===== config.mk =====
export PLATFORM = sky130hd
export DESIGN_NAME = switch_fabric_buf_flat
export DESIGN_NICKNAME = d
export VERILOG_FILES = /design/src/rtl/switch_fabric_buf_if.sv /design/src/rtl/switch_fabric_buf.sv /design/src/flat_wrapper.sv
export SDC_FILE = /design/constraint.sdc
export NUM_CORES = 1
export LEC_CHECK = 0
export CAP_MARGIN = 25
export CORE_AREA = 3 3 226 228
export DETAILED_ROUTE_END_ITERATION = 12
export DIE_AREA = 0 0 229 231
export PLACE_DENSITY = 0.89
export SLEW_MARGIN = 20
export SYNTH_ARGS = -nofsm -noshare
export SYNTH_HDL_FRONTEND = slang
export SYNTH_SLANG_ARGS = --single-unit
export TNS_END_PERCENT = 50

===== constraint.sdc =====
create_clock -name clk -period 5.2 [get_ports clk]
set_input_delay 0.78 -clock clk [delete_from_list [all_inputs] [get_ports clk]]
set_output_delay 0.78 -clock clk [all_outputs]
set_load 0.05 [all_outputs]

===== src/rtl/switch_fabric_buf_if.sv =====
// Bundle of signals between the input arbiter, the buffered switch fabric
// and the per-port egress logic. The arbiter/egress side is the master and
// the fabric is the slave.
interface switch_fabric_buf_if #(
    parameter int NPORTS = 8,
    parameter int DW     = 32,
    parameter int AW     = 4,
    parameter int CNT_W  = 16
);
    logic [NPORTS-1:0][DW-1:0] din;
    logic [NPORTS-1:0][AW-1:0] addr;
    logic [NPORTS-1:0]         grant;
    logic                      accept;
    logic [NPORTS-1:0][DW-1:0] dout;
    logic [NPORTS-1:0]         dout_vld;
    logic [NPORTS-1:0]         dout_rdy;
    logic [CNT_W-1:0]          drop_cnt;
    logic                      grant_err;

    modport master (
        output din, addr, grant, dout_rdy,
        input  accept, dout, dout_vld, drop_cnt, grant_err
    );

    modport slave (
        input  din, addr, grant, dout_rdy,
        output accept, dout, dout_vld, drop_cnt, grant_err
    );
endinterface


===== src/rtl/switch_fabric_buf.sv =====
// Buffered switch fabric: routes at most one granted input word per cycle
// into a per-output FIFO selected by the word's address. Each FIFO drains
// through a valid/ready handshake. Words with an out-of-range address are
// dropped and counted; a multi-hot grant is flagged and ignored.
module switch_fabric_buf #(
    parameter int NPORTS = 8,
    parameter int DW     = 32,
    parameter int AW     = 4,
    parameter int DEPTH  = 2,
    parameter int CNT_W  = 16
) (
    input  logic              clk,
    input  logic              rst_n,
    switch_fabric_buf_if.slave bus
);
    localparam int PW = (DEPTH > 1) ? $clog2(DEPTH) : 1;
    localparam int OW = $clog2(DEPTH + 1);

    logic [DW-1:0]     mem_q    [NPORTS][DEPTH];
    logic [PW-1:0]     wr_ptr_q [NPORTS];
    logic [PW-1:0]     wr_ptr_d [NPORTS];
    logic [PW-1:0]     rd_ptr_q [NPORTS];
    logic [PW-1:0]     rd_ptr_d [NPORTS];
    logic [OW-1:0]     occ_q    [NPORTS];
    logic [OW-1:0]     occ_d    [NPORTS];
    logic [CNT_W-1:0]  drop_cnt_q, drop_cnt_d;
    logic              grant_err_q, grant_err_d;

    logic              one_hot, multi_hot, dest_ok;
    logic [DW-1:0]     sel_din;
    logic [AW-1:0]     sel_addr;
    logic [NPORTS-1:0] full, pop, hit, push;

    // Pointer advance with explicit wrap so non-power-of-two widths stay safe.
    function automatic logic [PW-1:0] ptr_inc(input logic [PW-1:0] p);
        return (int'(p) == DEPTH - 1) ? '0 : p + PW'(1);
    endfunction

    assign multi_hot = |(bus.grant & (bus.grant - NPORTS'(1)));
    assign one_hot   = (bus.grant != '0) && !multi_hot;
    assign dest_ok   = int'(sel_addr) < NPORTS;

    // Select the granted port's payload and address; only meaningful when one-hot.
    // NOTE: every output of an always_comb gets a default first so no latch is inferred.
    always_comb begin
        sel_din  = '0;
        sel_addr = '0;
        for (int p = 0; p < NPORTS; p++) begin
            if (bus.grant[p]) begin
                sel_din  = sel_din | bus.din[p];
                sel_addr = sel_addr | bus.addr[p];
            end
        end
    end

    // Per-output FIFO status, pop/push decisions and next-state pointers.
    always_comb begin
        for (int d = 0; d < NPORTS; d++) begin
            full[d]     = (occ_q[d] == OW'(DEPTH));
            pop[d]      = (occ_q[d] != '0) && bus.dout_rdy[d];
            hit[d]      = one_hot && dest_ok && (int'(sel_addr) == d);
            push[d]     = hit[d] && (!full[d] || pop[d]);
            wr_ptr_d[d] = push[d] ? ptr_inc(wr_ptr_q[d]) : wr_ptr_q[d];
            rd_ptr_d[d] = pop[d]  ? ptr_inc(rd_ptr_q[d]) : rd_ptr_q[d];
            occ_d[d]    = occ_q[d];
            if (push[d] && !pop[d]) occ_d[d] = occ_q[d] + OW'(1);
            if (pop[d] && !push[d]) occ_d[d] = occ_q[d] - OW'(1);
        end
    end

    // Drop counter saturates; grant error is sticky until reset.
    always_comb begin
        drop_cnt_d  = drop_cnt_q;
        if (one_hot && !dest_ok && (drop_cnt_q != '1)) drop_cnt_d = drop_cnt_q + CNT_W'(1);
        grant_err_d = grant_err_q | multi_hot;
    end

    // Control state: pointers, occupancy, drop counter and error flag.
    // NOTE: sequential state uses non-blocking assignments so all registers update together.
    always_ff @(posedge clk or negedge rst_n) begin
        if (!rst_n) begin
            for (int d = 0; d < NPORTS; d++) begin
                wr_ptr_q[d] <= '0;
                rd_ptr_q[d] <= '0;
                occ_q[d]    <= '0;
            end
            drop_cnt_q  <= '0;
            grant_err_q <= 1'b0;
        end else begin
            for (int d = 0; d < NPORTS; d++) begin
                wr_ptr_q[d] <= wr_ptr_d[d];
                rd_ptr_q[d] <= rd_ptr_d[d];
                occ_q[d]    <= occ_d[d];
            end
            drop_cnt_q  <= drop_cnt_d;
            grant_err_q <= grant_err_d;
        end
    end

    // FIFO storage write port.
    // NOTE: the payload memory is not reset; occupancy gates every read, so stale data is never visible.
    always_ff @(posedge clk) begin
        for (int d = 0; d < NPORTS; d++) begin
            if (push[d]) mem_q[d][wr_ptr_q[d]] <= sel_din;
        end
    end

    // Head-of-FIFO outputs, forced to zero while the FIFO is empty.
    always_comb begin
        for (int d = 0; d < NPORTS; d++) begin
            bus.dout_vld[d] = (occ_q[d] != '0);
            bus.dout[d]     = bus.dout_vld[d] ? mem_q[d][rd_ptr_q[d]] : '0;
        end
    end

    assign bus.accept    = one_hot && (!dest_ok || |push);
    assign bus.drop_cnt  = drop_cnt_q;
    assign bus.grant_err = grant_err_q;
endmodule


===== src/flat_wrapper.sv =====
// flat-port wrapper written by rule: the top's interface ports become plain ports
module switch_fabric_buf_flat 
#(
    parameter int NPORTS = 8,
    parameter int DW     = 32,
    parameter int AW     = 4,
    parameter int DEPTH  = 2,
    parameter int CNT_W  = 16
)
  (clk, rst_n, bus_din, bus_addr, bus_grant, bus_dout_rdy, bus_accept, bus_dout, bus_dout_vld, bus_drop_cnt, bus_grant_err);
  switch_fabric_buf_if #(.NPORTS(NPORTS), .DW(DW), .AW(AW), .CNT_W(CNT_W)) bus_i ();
  input  logic clk;
  input  logic rst_n;
  input wire logic [$bits(bus_i.din)-1:0] bus_din;
  input wire logic [$bits(bus_i.addr)-1:0] bus_addr;
  input wire logic [$bits(bus_i.grant)-1:0] bus_grant;
  input wire logic [$bits(bus_i.dout_rdy)-1:0] bus_dout_rdy;
  output wire logic [$bits(bus_i.accept)-1:0] bus_accept;
  output wire logic [$bits(bus_i.dout)-1:0] bus_dout;
  output wire logic [$bits(bus_i.dout_vld)-1:0] bus_dout_vld;
  output wire logic [$bits(bus_i.drop_cnt)-1:0] bus_drop_cnt;
  output wire logic [$bits(bus_i.grant_err)-1:0] bus_grant_err;
  assign bus_i.din = bus_din;
  assign bus_i.addr = bus_addr;
  assign bus_i.grant = bus_grant;
  assign bus_i.dout_rdy = bus_dout_rdy;
  assign bus_accept = bus_i.accept;
  assign bus_dout = bus_i.dout;
  assign bus_dout_vld = bus_i.dout_vld;
  assign bus_drop_cnt = bus_i.drop_cnt;
  assign bus_grant_err = bus_i.grant_err;
  switch_fabric_buf #(.NPORTS(NPORTS), .DW(DW), .AW(AW), .DEPTH(DEPTH), .CNT_W(CNT_W)) u_core (.clk(clk), .rst_n(rst_n), .bus(bus_i));
endmodule

==> results of run 1 <==
through the flow:
step	utilization, %	cells	power [mW]	cell area, um^2	worst slack (ns)
finish	64.87	2858	17.10	31820	0.3646
global route	64.86	2857	17.61	31820	0.1222
CTS	64.52	2843	17.07	31650	0.3744
detailed placement	60.99	2747	13.18	29920	0.3986
global placement	60.97	2746	13.10	29910	0.5026
floorplan	-	1546	10.37	23140	1.211
worst register-to-register path: cells and delay by family (launching register included):
kind / cells / cell delay (ns)
AO/OA/AOI/OAI: 1 / 0.45
AND/OR/NAND/NOR: 3 / 0.30
flip-flops: 1 / 0.45
buffers and inverters: 2 / 0.65
final cells by class:
type                    instances  area, um^2  area share, %
clock inverters                39       389.1          1.223
repair buffers                639        6331          19.90
inverters                      16       60.06         0.1888
flip-flops and latches        561       16610          52.21
multi-input cells             879        6247          19.63
clock buffers                  57        1341          4.216
well taps                     664       830.8          2.611
diodes                          3       7.507        0.02359
metal layers:
layer / GRT usage (%) / share of wire [%] / wire length (um) / vias up
met5: 0 / 0.049 / 40 / -
met4: 6.608 / 2.1 / 1723 / 6
met3: 5.553 / 9.5 / 7852 / 130
met2: 48.00 / 47 / 38420 / 1105
met1: 44.02 / 42 / 34220 / 8296
li1: - / - / - / 7057
power breakdown:
part	total, mW	internal [mW]	switching [mW]
Combinational	7.61	2.60	5.01
Clock	3.88	2.22	1.67
Sequential	5.61	5.05	0.558
worst max path at each step:
| stage | from | endpoint | depth (start not counted) |
|---|---|---|---|
| 6_report | bus_grant[1] | bus_accept | 8 |
| 5_1_grt | bus_grant[1] | bus_accept | 8 |
| 4_1_cts | bus_grant[1] | bus_accept | 8 |
| 3_5_place_dp | bus_grant[1] | bus_accept | 8 |
| 3_3_place_gp | bus_grant[1] | bus_accept | 8 |
| 2_1_floorplan | bus_grant[0] | u_core.mem_q[0][192] | 6 |
cells by family (layout without fill, tap and decap cells):
family | Yosys count | after routing | share of synthesized area [%]
adder cells (fa/ha/maj) | 9 | 9 | 0.4867
AO/OA/AOI/OAI | 162 | 162 | 5.316
other | 0 | 3 | 0
AND/OR/NAND/NOR | 396 | 396 | 7.511
XOR/XNOR | 54 | 54 | 2.044
flip-flops | 561 | 561 | 71.75
multiplexers | 258 | 258 | 11.17
buffers and inverters | 106 | 751 | 1.730
state kept, by name, indices dropped and copies added, names as in the netlist:
register	cells
u_core.bus.grant_err	1
u_core.wr_ptr_q	8
u_core.rd_ptr_q	8
u_core.bus.drop_cnt	16
u_core.mem_q	512
u_core.occ_q	16
synthesized netlist by cell type, drive strengths merged, types with 2 or more instances:
cell type	n	area, um^2
edfxtp	512	15370
nor2	298	1119
mux2i	257	2572
a22oi	144	1081
clkbuf	83	311.6
dfrtp	49	1226
nand4	43	269.0
xnor2	37	324.1
xor2	17	148.9
inv	16	60.06
nand3	13	65.06
and2	12	75.07
nand2	12	45.04
ha	9	112.6
buf	7	28.78
nor3	5	36.29
and3	4	25.02
and4	4	35.03
a211o	3	26.28
a211oi	2	15.01
nor4	2	42.54
o21ai	2	10.00
==> summary.log, run 1 <==
qor: clock_tree.ctsHtreeMaxLevel 2
qor: synth.ys_types 40
qor: critical_path.setup.worst_path.end_class primary output
qor: synth.post_synthesis_register_bit_count 561
qor: critical_path.r2r_setup_slack 2.98 ns
qor: synth.async_reset_ff_share 8.734%
qor: routing.vias 16590
qor: sta.grt_setup_unrepaired no
qor: power_and_ir_drop.power.static_leakage 11.73 nW
qor: clock_tree.cts_setup_buffers 0
qor: global_route.grt_pass1_wl 116.9 mm
qor: sta.worstMarginPinSlew 1.106 ns
qor: sta.timing.final.max_slew_violations 0
qor: sta.holdWs 0.3180 ns
qor: power_and_ir_drop.power_density 537.5 nW/um^2
qor: critical_path.timing.rr.start u_core.occ_q[0]
qor: die.floorplan.io_pins 588
qor: clock_tree.clock_pin_slew_reported_for_the_worst_setup_and_hold_paths_after_clock_tree_synthesis 0.07 ns
qor: place.io_buffers 587
qor: clock_tree.cts_root_buffer sky130_fd_sc_hd__clkbuf_16
qor: cells_and_area.mostFrequentLayoutCells sky130_fd_sc_hd__clkdlybuf4s50_1, sky130_fd_sc_hd__edfxtp_1, sky130_fd_sc_hd__nor2_1, sky130_fd_sc_hd__mux2i_1, sky130_fd_sc_hd__a22oi_1
qor: die.dieHeight 231 um
qor: die.core_area 49050 um^2
qor: die.placementRows 81
qor: clock_tree.worstSkewPairLatency 0.58 ns
qor: sta.worst_slew_margin_rel 26.26%
qor: synth.synth_sequential_area_ratio 71.75%
qor: die.start_util 47.17%
qor: clock_tree.buffer_levels_on_the_longest_clock_path 3
qor: clock_tree.numCtsBuffers 53
qor: synth.dominantRegCellSynth sky130_fd_sc_hd__edfxtp_1
qor: synth.synth_area_per_cell 14.97 um^2
qor: critical_path.timing.critical_path.required 4.42 ns
qor: synth.netlist_instances 1546
qor: cells_and_area.layout.nets 2465
qor: synth.syn-cell-area 23140 um^2
qor: critical_path.r2r_end u_core.mem_q[1][249]
qor: routing.wl 82.25 mm
qor: run_status.run_status complete, no violations
qor: sta.final_worst_clock_skew 0.01040 ns
qor: place.gp_congestion 1.048
qor: global_route.globalRouteOverflowTotal 0
qor: routing.drt_first_iter_violations 2028
qor: critical_path.critPathSlowestCell sky130_fd_sc_hd__clkdlybuf4s50_1
qor: routing.number_of_iterations_in_the_first_detailed_routing_pass 5
qor: cells_and_area.drive_gt1_share 8.033%
qor: critical_path.timing.critical_path.from_type primary input
qor: global_route.number_of_antenna_violations_at_the_first_check_in_global_routing 7
qor: sta.period_share 92.99%
qor: clock_tree.tritoncts_num_sinks 561
qor: sta.setup_viol 0
qor: cells_and_area.fillerInstances 3376
qor: critical_path.worstPathArrival 4.06 ns
qor: routing.detail_route.vias_per_cell 5.806
qor: critical_path.crit_path_cell_trace clkdlybuf4s50_1 -> nor4_4 -> a31oi_1 -> a221oi_2 -> nand4_1 -> a211o_1 -> a41oi_1 -> buf_12
qor: global_route.grt_pass1_vias 16620
qor: worst_hold_path.min-delay-path-class in2async
qor: place.post-dp-hpwl 58.97 mm
qor: power_and_ir_drop.worst_ir_drop_on_vdd 0.0005278 V
qor: job.maxCapViolations 0
qor: global_route.grt_use_total 30.25%
qor: critical_path.critPathTopFamily compound AO/OA/AOI/OAI gates
qor: synth.edff_count_synth 512
qor: critical_path.worstPathBufferInverterCount 2
qor: critical_path.path_class in2out
qor: critical_path.worst-r2r-cell-count 6
qor: routing.ant_nets 0
qor: sta.fmax 206.8 MHz
qor: cells_and_area.final_common_cell sky130_fd_sc_hd__clkdlybuf4s50_1
qor: global_route.grt_start_max_net_pins 50
qor: critical_path.critPathMaxFanout 8
qor: clock_tree.cts_tree built
qor: routing.route.detailed.wl_per_inst 28.78 um
qor: cells_and_area.flow.area_growth_from_synthesis 37.51%
qor: clock_tree.cts_resized 0
qor: clock_tree.number_of_hold_buffers_added_after_cts 0
qor: routing.drt_drc_violations_left 0
qor: sta.period_needed 4.835 ns
qor: die.die_w 229 um
qor: sta.setup_tns 0 ns
qor: synth.mapped_nets 1861
qor: critical_path.crit_path_largest_cell_delay 0.63 ns
qor: synth.yosys_warnings 0
qor: die.floorplan.die_area 52900 um^2
qor: sta.timing.final.hold_violations 0
Power figures use the tool's default switching activity.
==> inputs of run 2 (changes only) <==
--- a/config.mk
+++ b/config.mk
@@ -5,11 +5,12 @@
 export SDC_FILE = /design/constraint.sdc
 export NUM_CORES = 1
 export LEC_CHECK = 0
-export CAP_MARGIN = 25
+export CAP_MARGIN = 30
 export CORE_AREA = 3 3 226 228
 export DETAILED_ROUTE_END_ITERATION = 12
 export DIE_AREA = 0 0 229 231
 export PLACE_DENSITY = 0.89
+export SKIP_LAST_GASP = 1
 export SLEW_MARGIN = 20
 export SYNTH_ARGS = -nofsm -noshare
 export SYNTH_HDL_FRONTEND = slang
==> run 2 against run 1 <==
  * Via count grew 0.48%
  * Core utilization grew 0.59 points
  * Critical path depth is the same
  * Register-to-register slack is essentially flat
  * Hold slack gained 0.031 ns
  * Sequential cell count is the same
  * Non-clock buffer count grew 19
  * Maximum frequency shrank 0.54%
  * Sequential share of layout area shrank 0.47 points
  * Clock power shrank 1%
  * Combinational power grew 3.0%
  * Largest cell class unchanged
==> summary.log, run 2 (synthesis gave the netlist of run 1 again) <==
qor: run_status.run_status complete, no violations
qor: cells_and_area.flow.area_growth_from_synthesis 38.77%
qor: clock_tree.buffer_levels_on_the_longest_clock_path 3 [unchanged]
qor: clock_tree.clock_pin_slew_reported_for_the_worst_setup_and_hold_paths_after_clock_tree_synthesis 0.06 ns [about the same]
qor: die.core_area 49050 um^2 [unchanged]
qor: routing.drt_first_iter_violations 2129 [+5.0%]
qor: clock_tree.cts_root_buffer sky130_fd_sc_hd__clkbuf_16
qor: cells_and_area.mostFrequentLayoutCells sky130_fd_sc_hd__clkdlybuf4s50_1, sky130_fd_sc_hd__edfxtp_1, sky130_fd_sc_hd__nor2_1, sky130_fd_sc_hd__mux2i_1, sky130_fd_sc_hd__a22oi_1
qor: power_and_ir_drop.worst_ir_drop_on_vdd 0.0005630 V [+6.7%]
qor: clock_tree.cts_tree built
qor: place.post-dp-hpwl 59.10 mm [+0.22%]
qor: critical_path.r2r_setup_slack 2.97 ns [about the same]
qor: routing.route.detailed.wl_per_inst 28.51 um [-0.95%]
qor: job.maxCapViolations 0 [unchanged]
qor: cells_and_area.instances_no_fill 2877 [+0.66%]
qor: cells_and_area.largest_reg_flops 512 [unchanged]
qor: routing.ant_nets 0 [unchanged]
qor: clock_tree.cts_setup_buffers 0 [unchanged]
qor: critical_path.timing.critical_path.from_type primary input
qor: clock_tree.numCtsBuffers 53 [unchanged]
qor: global_route.grt_pass1_wl 115.7 mm [-1.1%]
qor: die.start_util 47.17% [unchanged]
qor: die.placementRows 81 [unchanged]
qor: critical_path.critPathMaxFanout 8 [unchanged]
qor: power_and_ir_drop.power.static_leakage 11.88 nW [+1.3%]
qor: sta.fmax 205.7 MHz [-0.54%]
qor: critical_path.worstPathArrival 4.08 ns [+0.02 ns]
qor: sta.setup_viol 0 [unchanged]
qor: critical_path.path_class in2out
qor: place.placed_cells 2750 [+0.11%]
qor: critical_path.timing.critical_path.required 4.42 ns [about the same]
qor: global_route.number_of_antenna_violations_at_the_first_check_in_global_routing 5 [-2]
qor: critical_path.setup.worst_path.end_class primary output
qor: cells_and_area.layout.nets 2484 [+0.77%]
qor: power_and_ir_drop.power_density 533.9 nW/um^2 [-0.66%]
qor: place.gp_congestion 1.048 [unchanged]
qor: global_route.grt_pass1_vias 16390 [-1.4%]
qor: clock_tree.number_of_hold_buffers_added_after_cts 0 [unchanged]
qor: sta.final_worst_clock_skew 0.02091 ns [+0.01051 ns]
qor: sta.timing.final.hold_violations 0 [unchanged]
qor: clock_tree.worstSkewPairLatency 0.57 ns [about the same]
qor: die.floorplan.io_pins 588 [unchanged]
qor: worst_hold_path.min-delay-path-class in2async
qor: sta.setup_tns 0 ns [unchanged]
qor: die.floorplan.die_area 52900 um^2 [unchanged]
qor: sta.worst_slew_margin_rel 31.50% [+5.2 points]
qor: place.io_buffers 587 [unchanged]
qor: clock_tree.ctsHtreeMaxLevel 2 [unchanged]
qor: sta.period_share 93.49% [+0.50 points]
qor: clock_tree.tritoncts_num_sinks 561 [unchanged]
qor: die.dieHeight 231 um [unchanged]
qor: global_route.grt_start_max_net_pins 50 [unchanged]
qor: die.die_w 229 um [unchanged]
qor: routing.drt_drc_violations_left 0 [unchanged]
qor: routing.wl 82.02 mm [-0.29%]
qor: routing.detail_route.vias_per_cell 5.795 [-0.19%]
qor: routing.number_of_iterations_in_the_first_detailed_routing_pass 5 [unchanged]
qor: cells_and_area.final_common_cell sky130_fd_sc_hd__clkdlybuf4s50_1
qor: clock_tree.cts_resized 0 [unchanged]
qor: sta.worstMarginPinSlew 1.024 ns [-0.08169 ns]
qor: global_route.grt_use_total 29.93% [-0.32 points]
qor: sta.period_needed 4.862 ns [+0.02622 ns]
qor: global_route.globalRouteOverflowTotal 0 [unchanged]
qor: routing.vias 16670 [+0.48%]
qor: sta.grt_setup_unrepaired no
qor: sta.timing.final.max_slew_violations 0 [unchanged]
qor: cells_and_area.drive_gt1_share 8.597% [+0.56 points]
run 2: final cells by class:
type,count,area [um^2]
repair buffers,658,6628
fillers,3328,16940
clock buffers,68,1413
clock inverters,28,312.8
diodes,3,7.507
flip-flops and latches,561,16610
well taps,664,830.8
multi-input cells,879,6247
inverters,16,60.06
run 2: path summary, 6_finish.rpt:
path / cells past startpoint / start / endpoint
setup / recovery: 8 / bus_grant[1] / bus_accept
hold / removal: 2 / rst_n / u_core.occ_q[9]
setup reg to reg: 6 / u_core.occ_q[0] / u_core.mem_q[1][243]
hold reg to reg: 1 / u_core.bus.drop_cnt[4] / u_core.bus.drop_cnt[4]
max in group asynchronous: 2 / rst_n / u_core.rd_ptr_q[2]
min in group clk: 1 / u_core.bus.drop_cnt[4] / u_core.bus.drop_cnt[4]
run 2: layer usage:
| layer | vias to the layer above | global-route usage, % | wire length, um |
|---|---|---|---|
| met5 | - | 0 | 17 |
| met4 | 2 | 5.961 | 1770 |
| met3 | 131 | 5.602 | 8196 |
| met2 | 1141 | 47.67 | 38300 |
| met1 | 8301 | 43.57 | 33730 |
| li1 | 7098 | - | - |
run 2: critical path, stage by stage:
cell and delay, ns:
sky130_fd_sc_hd__clkdlybuf4s50_1 0.61, sky130_fd_sc_hd__nor4_4 0.44, sky130_fd_sc_hd__a31oi_1 0.19, sky130_fd_sc_hd__a221oi_2 0.60
sky130_fd_sc_hd__nand4_1 0.22, sky130_fd_sc_hd__a211o_1 0.45, sky130_fd_sc_hd__a41oi_1 0.57, sky130_fd_sc_hd__buf_12 0.22
run 2: power by group:
part	switching [mW]	internal, mW
registers	0.412	5.05
logic	5.18	2.66
clock network	1.62	2.22
run 2: metrics by stage:
step / utilization (%) / cell area, um^2 / total power, mW / setup WS (ns) / hold WS (ns)
2_1_floorplan: - / 23140 / 10.37 / 1.211 / 0.4557
3_5_place_dp: 61.06 / 29950 / 13.18 / 0.3885 / 0.4876
5_1_grt: 65.46 / 32110 / 17.65 / 0.1716 / 0.3868
6_report: 65.46 / 32110 / 17.14 / 0.3384 / 0.3493
3_3_place_gp: 60.97 / 29910 / 13.10 / 0.5026 / 0.4733
4_1_cts: 64.58 / 31680 / 17.02 / 0.3604 / 0.3344
==> inputs of run 3 (changes only) <==
--- a/config.mk
+++ b/config.mk
@@ -5,7 +5,7 @@
 export SDC_FILE = /design/constraint.sdc
 export NUM_CORES = 1
 export LEC_CHECK = 0
-export CAP_MARGIN = 30
+export CAP_MARGIN = 0
 export CORE_AREA = 3 3 226 228
 export DETAILED_ROUTE_END_ITERATION = 12
 export DIE_AREA = 0 0 229 231
==> run 3 against run 2 <==
  * Power decreased by 1.4%
  * Cell count decreased by 0.97%
  * Sequential power increased by 4.9%
  * Die area unchanged
  * Register-to-register slack got worse by 0.08 ns
  * Via count decreased by 2.0%
  * Sequential cell count unchanged
  * Count of clock-buffer cells in the layout increased by 9
  * Wire length decreased by 1.5%
  * Non-clock buffer count decreased by 30
==> summary.log, run 3 (synthesis gave the netlist of run 1 again) <==
qor: place.placed_cells 2746 [-0.15%]
qor: routing.vias 16340 [-2.0%]
qor: sta.period_needed 4.791 ns [-0.07093 ns]
qor: critical_path.timing.critical_path.from_type primary input
qor: sta.fmax 208.7 MHz [+1.5%]
qor: clock_tree.cts_root_buffer sky130_fd_sc_hd__clkbuf_16
qor: clock_tree.worstSkewPairLatency 0.58 ns [about the same]
qor: routing.number_of_iterations_in_the_first_detailed_routing_pass 7 [+2]
qor: run_status.run_status complete, no violations
qor: global_route.grt_pass1_vias 16390 [-0.018%]
qor: sta.setup_viol 0 [unchanged]
qor: clock_tree.buffer_levels_on_the_longest_clock_path 3 [unchanged]
qor: cells_and_area.instances_no_fill 2849 [-0.97%]
qor: power_and_ir_drop.worst_ir_drop_on_vdd 0.0004856 V [-14%]
qor: sta.timing.final.hold_violations 0 [unchanged]
qor: critical_path.critPathMaxFanout 8 [unchanged]
qor: sta.timing.final.ws_setup 0.4094 ns [+0.07093 ns]
qor: die.floorplan.die_area 52900 um^2 [unchanged]
qor: cells_and_area.final_common_cell sky130_fd_sc_hd__clkdlybuf4s50_1
qor: routing.wl 80.82 mm [-1.5%]
qor: power_and_ir_drop.power.static_leakage 11.64 nW [-2.0%]
qor: global_route.globalRouteOverflowTotal 0 [unchanged]
qor: cells_and_area.flow.area_growth_from_synthesis 36.70%
qor: global_route.number_of_antenna_violations_at_the_first_check_in_global_routing 8 [+3]
qor: sta.period_share 92.13% [-1.4 points]
qor: critical_path.worst-r2r-cell-count 6 [unchanged]
qor: cells_and_area.largest_reg_flops 512 [unchanged]
qor: clock_tree.cts_tree built
qor: clock_tree.number_of_hold_buffers_added_after_cts 0 [unchanged]
qor: critical_path.timing.critical_path.required 4.42 ns [about the same]
qor: sta.worst_slew_margin_rel 19.87% [-12 points]
qor: routing.drt_drc_violations_left 0 [unchanged]
qor: die.start_util 47.17% [unchanged]
qor: die.placementRows 81 [unchanged]
qor: die.floorplan.io_pins 588 [unchanged]
qor: worst_hold_path.min-delay-path-class in2async
qor: clock_tree.tritoncts_num_sinks 561 [unchanged]
qor: global_route.grt_start_max_net_pins 50 [unchanged]
qor: power_and_ir_drop.power_density 534.2 nW/um^2 [about the same]
qor: place.gp_congestion 1.048 [unchanged]
qor: die.die_w 229 um [unchanged]
qor: cells_and_area.drive_gt1_share 7.202% [-1.4 points]
qor: sta.worstMarginPinSlew 1.198 ns [+0.1739 ns]
qor: clock_tree.ctsHtreeMaxLevel 2 [unchanged]
qor: routing.drt_first_iter_violations 2086 [-2.0%]
qor: cells_and_area.mostFrequentLayoutCells sky130_fd_sc_hd__clkdlybuf4s50_1, sky130_fd_sc_hd__edfxtp_1, sky130_fd_sc_hd__nor2_1, sky130_fd_sc_hd__mux2i_1, sky130_fd_sc_hd__a22oi_1
qor: global_route.grt_pass1_wl 114.6 mm [-0.96%]
qor: power_and_ir_drop.fin_total_pwr 16.90 mW [-1.4%]
qor: clock_tree.cts_setup_buffers 0 [unchanged]
qor: job.maxCapViolations 0 [unchanged]
qor: sta.timing.final.max_slew_violations 0 [unchanged]
qor: routing.route.detailed.wl_per_inst 28.37 um [-0.48%]
qor: die.dieHeight 231 um [unchanged]
qor: place.detailedPlace.worstSlack 0.4417 ns [+0.05319 ns]
qor: critical_path.path_class in2out
qor: sta.final_worst_clock_skew 0.02471 ns [+0.003797 ns]
qor: clock_tree.clock_pin_slew_reported_for_the_worst_setup_and_hold_paths_after_clock_tree_synthesis 0.06 ns [about the same]
qor: critical_path.worstPathArrival 4.01 ns [-0.07 ns]
qor: place.post-dp-hpwl 58.83 mm [-0.45%]
qor: critical_path.setup.worst_path.end_class primary output
qor: global_route.grt_use_total 29.68% [-0.25 points]
qor: routing.detail_route.vias_per_cell 5.737 [-1.0%]
qor: sta.setup_tns 0 ns [unchanged]
qor: cells_and_area.finish.utilization 64.48% [-0.98 points]
qor: clock_tree.cts_resized 0 [unchanged]
qor: cells_and_area.layout.nets 2454 [-1.2%]
qor: place.io_buffers 587 [unchanged]
qor: sta.grt_setup_unrepaired no
qor: routing.ant_nets 0 [unchanged]
qor: clock_tree.numCtsBuffers 53 [unchanged]
qor: die.core_area 49050 um^2 [unchanged]
run 3: worst paths after layout:
kind	end	startpoint	slack [ns]
worst max-delay path	bus_accept	bus_grant[1]	0.41
worst min-delay path	u_core.rd_ptr_q[3]	rst_n	0.33
worst max register to register	u_core.mem_q[1][228]	u_core.occ_q[0]	2.89
worst min register to register	u_core.bus.drop_cnt[4]	u_core.bus.drop_cnt[4]	0.50
max in group asynchronous	u_core.rd_ptr_q[0]	rst_n	4.35
min in group clk	u_core.bus.drop_cnt[4]	u_core.bus.drop_cnt[4]	0.50
run 3: through the flow:
stage	hold slack [ns]	area, um^2
after floorplan	0.4557	23140
after global placement	0.4733	29910
after detailed placement	0.4876	29910
after CTS	0.3251	31590
after global routing	0.3744	31620
final	0.3293	31630
run 3: routing by layer:
| metal | part of all wire, % | track usage [%] | up-vias |
|---|---|---|---|
| met5 | 0.047 | 0 | - |
| met4 | 1.8 | 6.275 | 6 |
| met3 | 9.6 | 5.565 | 112 |
| met2 | 47 | 46.99 | 1067 |
| met1 | 42 | 43.29 | 8121 |
| li1 | - | - | 7038 |
run 3: final cells by class:
type	count	area, um^2
inverters	16	60.06
multi-input cells	879	6247
fillers	3422	17420
repair buffers	628	6181
diodes	5	12.51
well taps	664	830.8
flip-flops and latches	561	16610
clock buffers	77	1509
clock inverters	19	177.7
run 3: power breakdown:
part | total (mW) | switching (mW) | internal [mW]
sequential | 5.73 | 0.678 | 5.05
clock | 3.76 | 1.60 | 2.16
combinational | 7.41 | 4.85 | 2.56
run 3: worst max-delay path, cell delays in order:
cell                              delay [ns]
sky130_fd_sc_hd__clkdlybuf4s50_1        0.60
sky130_fd_sc_hd__nor4_4                 0.44
sky130_fd_sc_hd__a31oi_1                0.19
sky130_fd_sc_hd__a221oi_2               0.61
sky130_fd_sc_hd__nand4_1                0.22
sky130_fd_sc_hd__a211o_1                0.45
sky130_fd_sc_hd__a41oi_1                0.51
sky130_fd_sc_hd__buf_12                 0.21
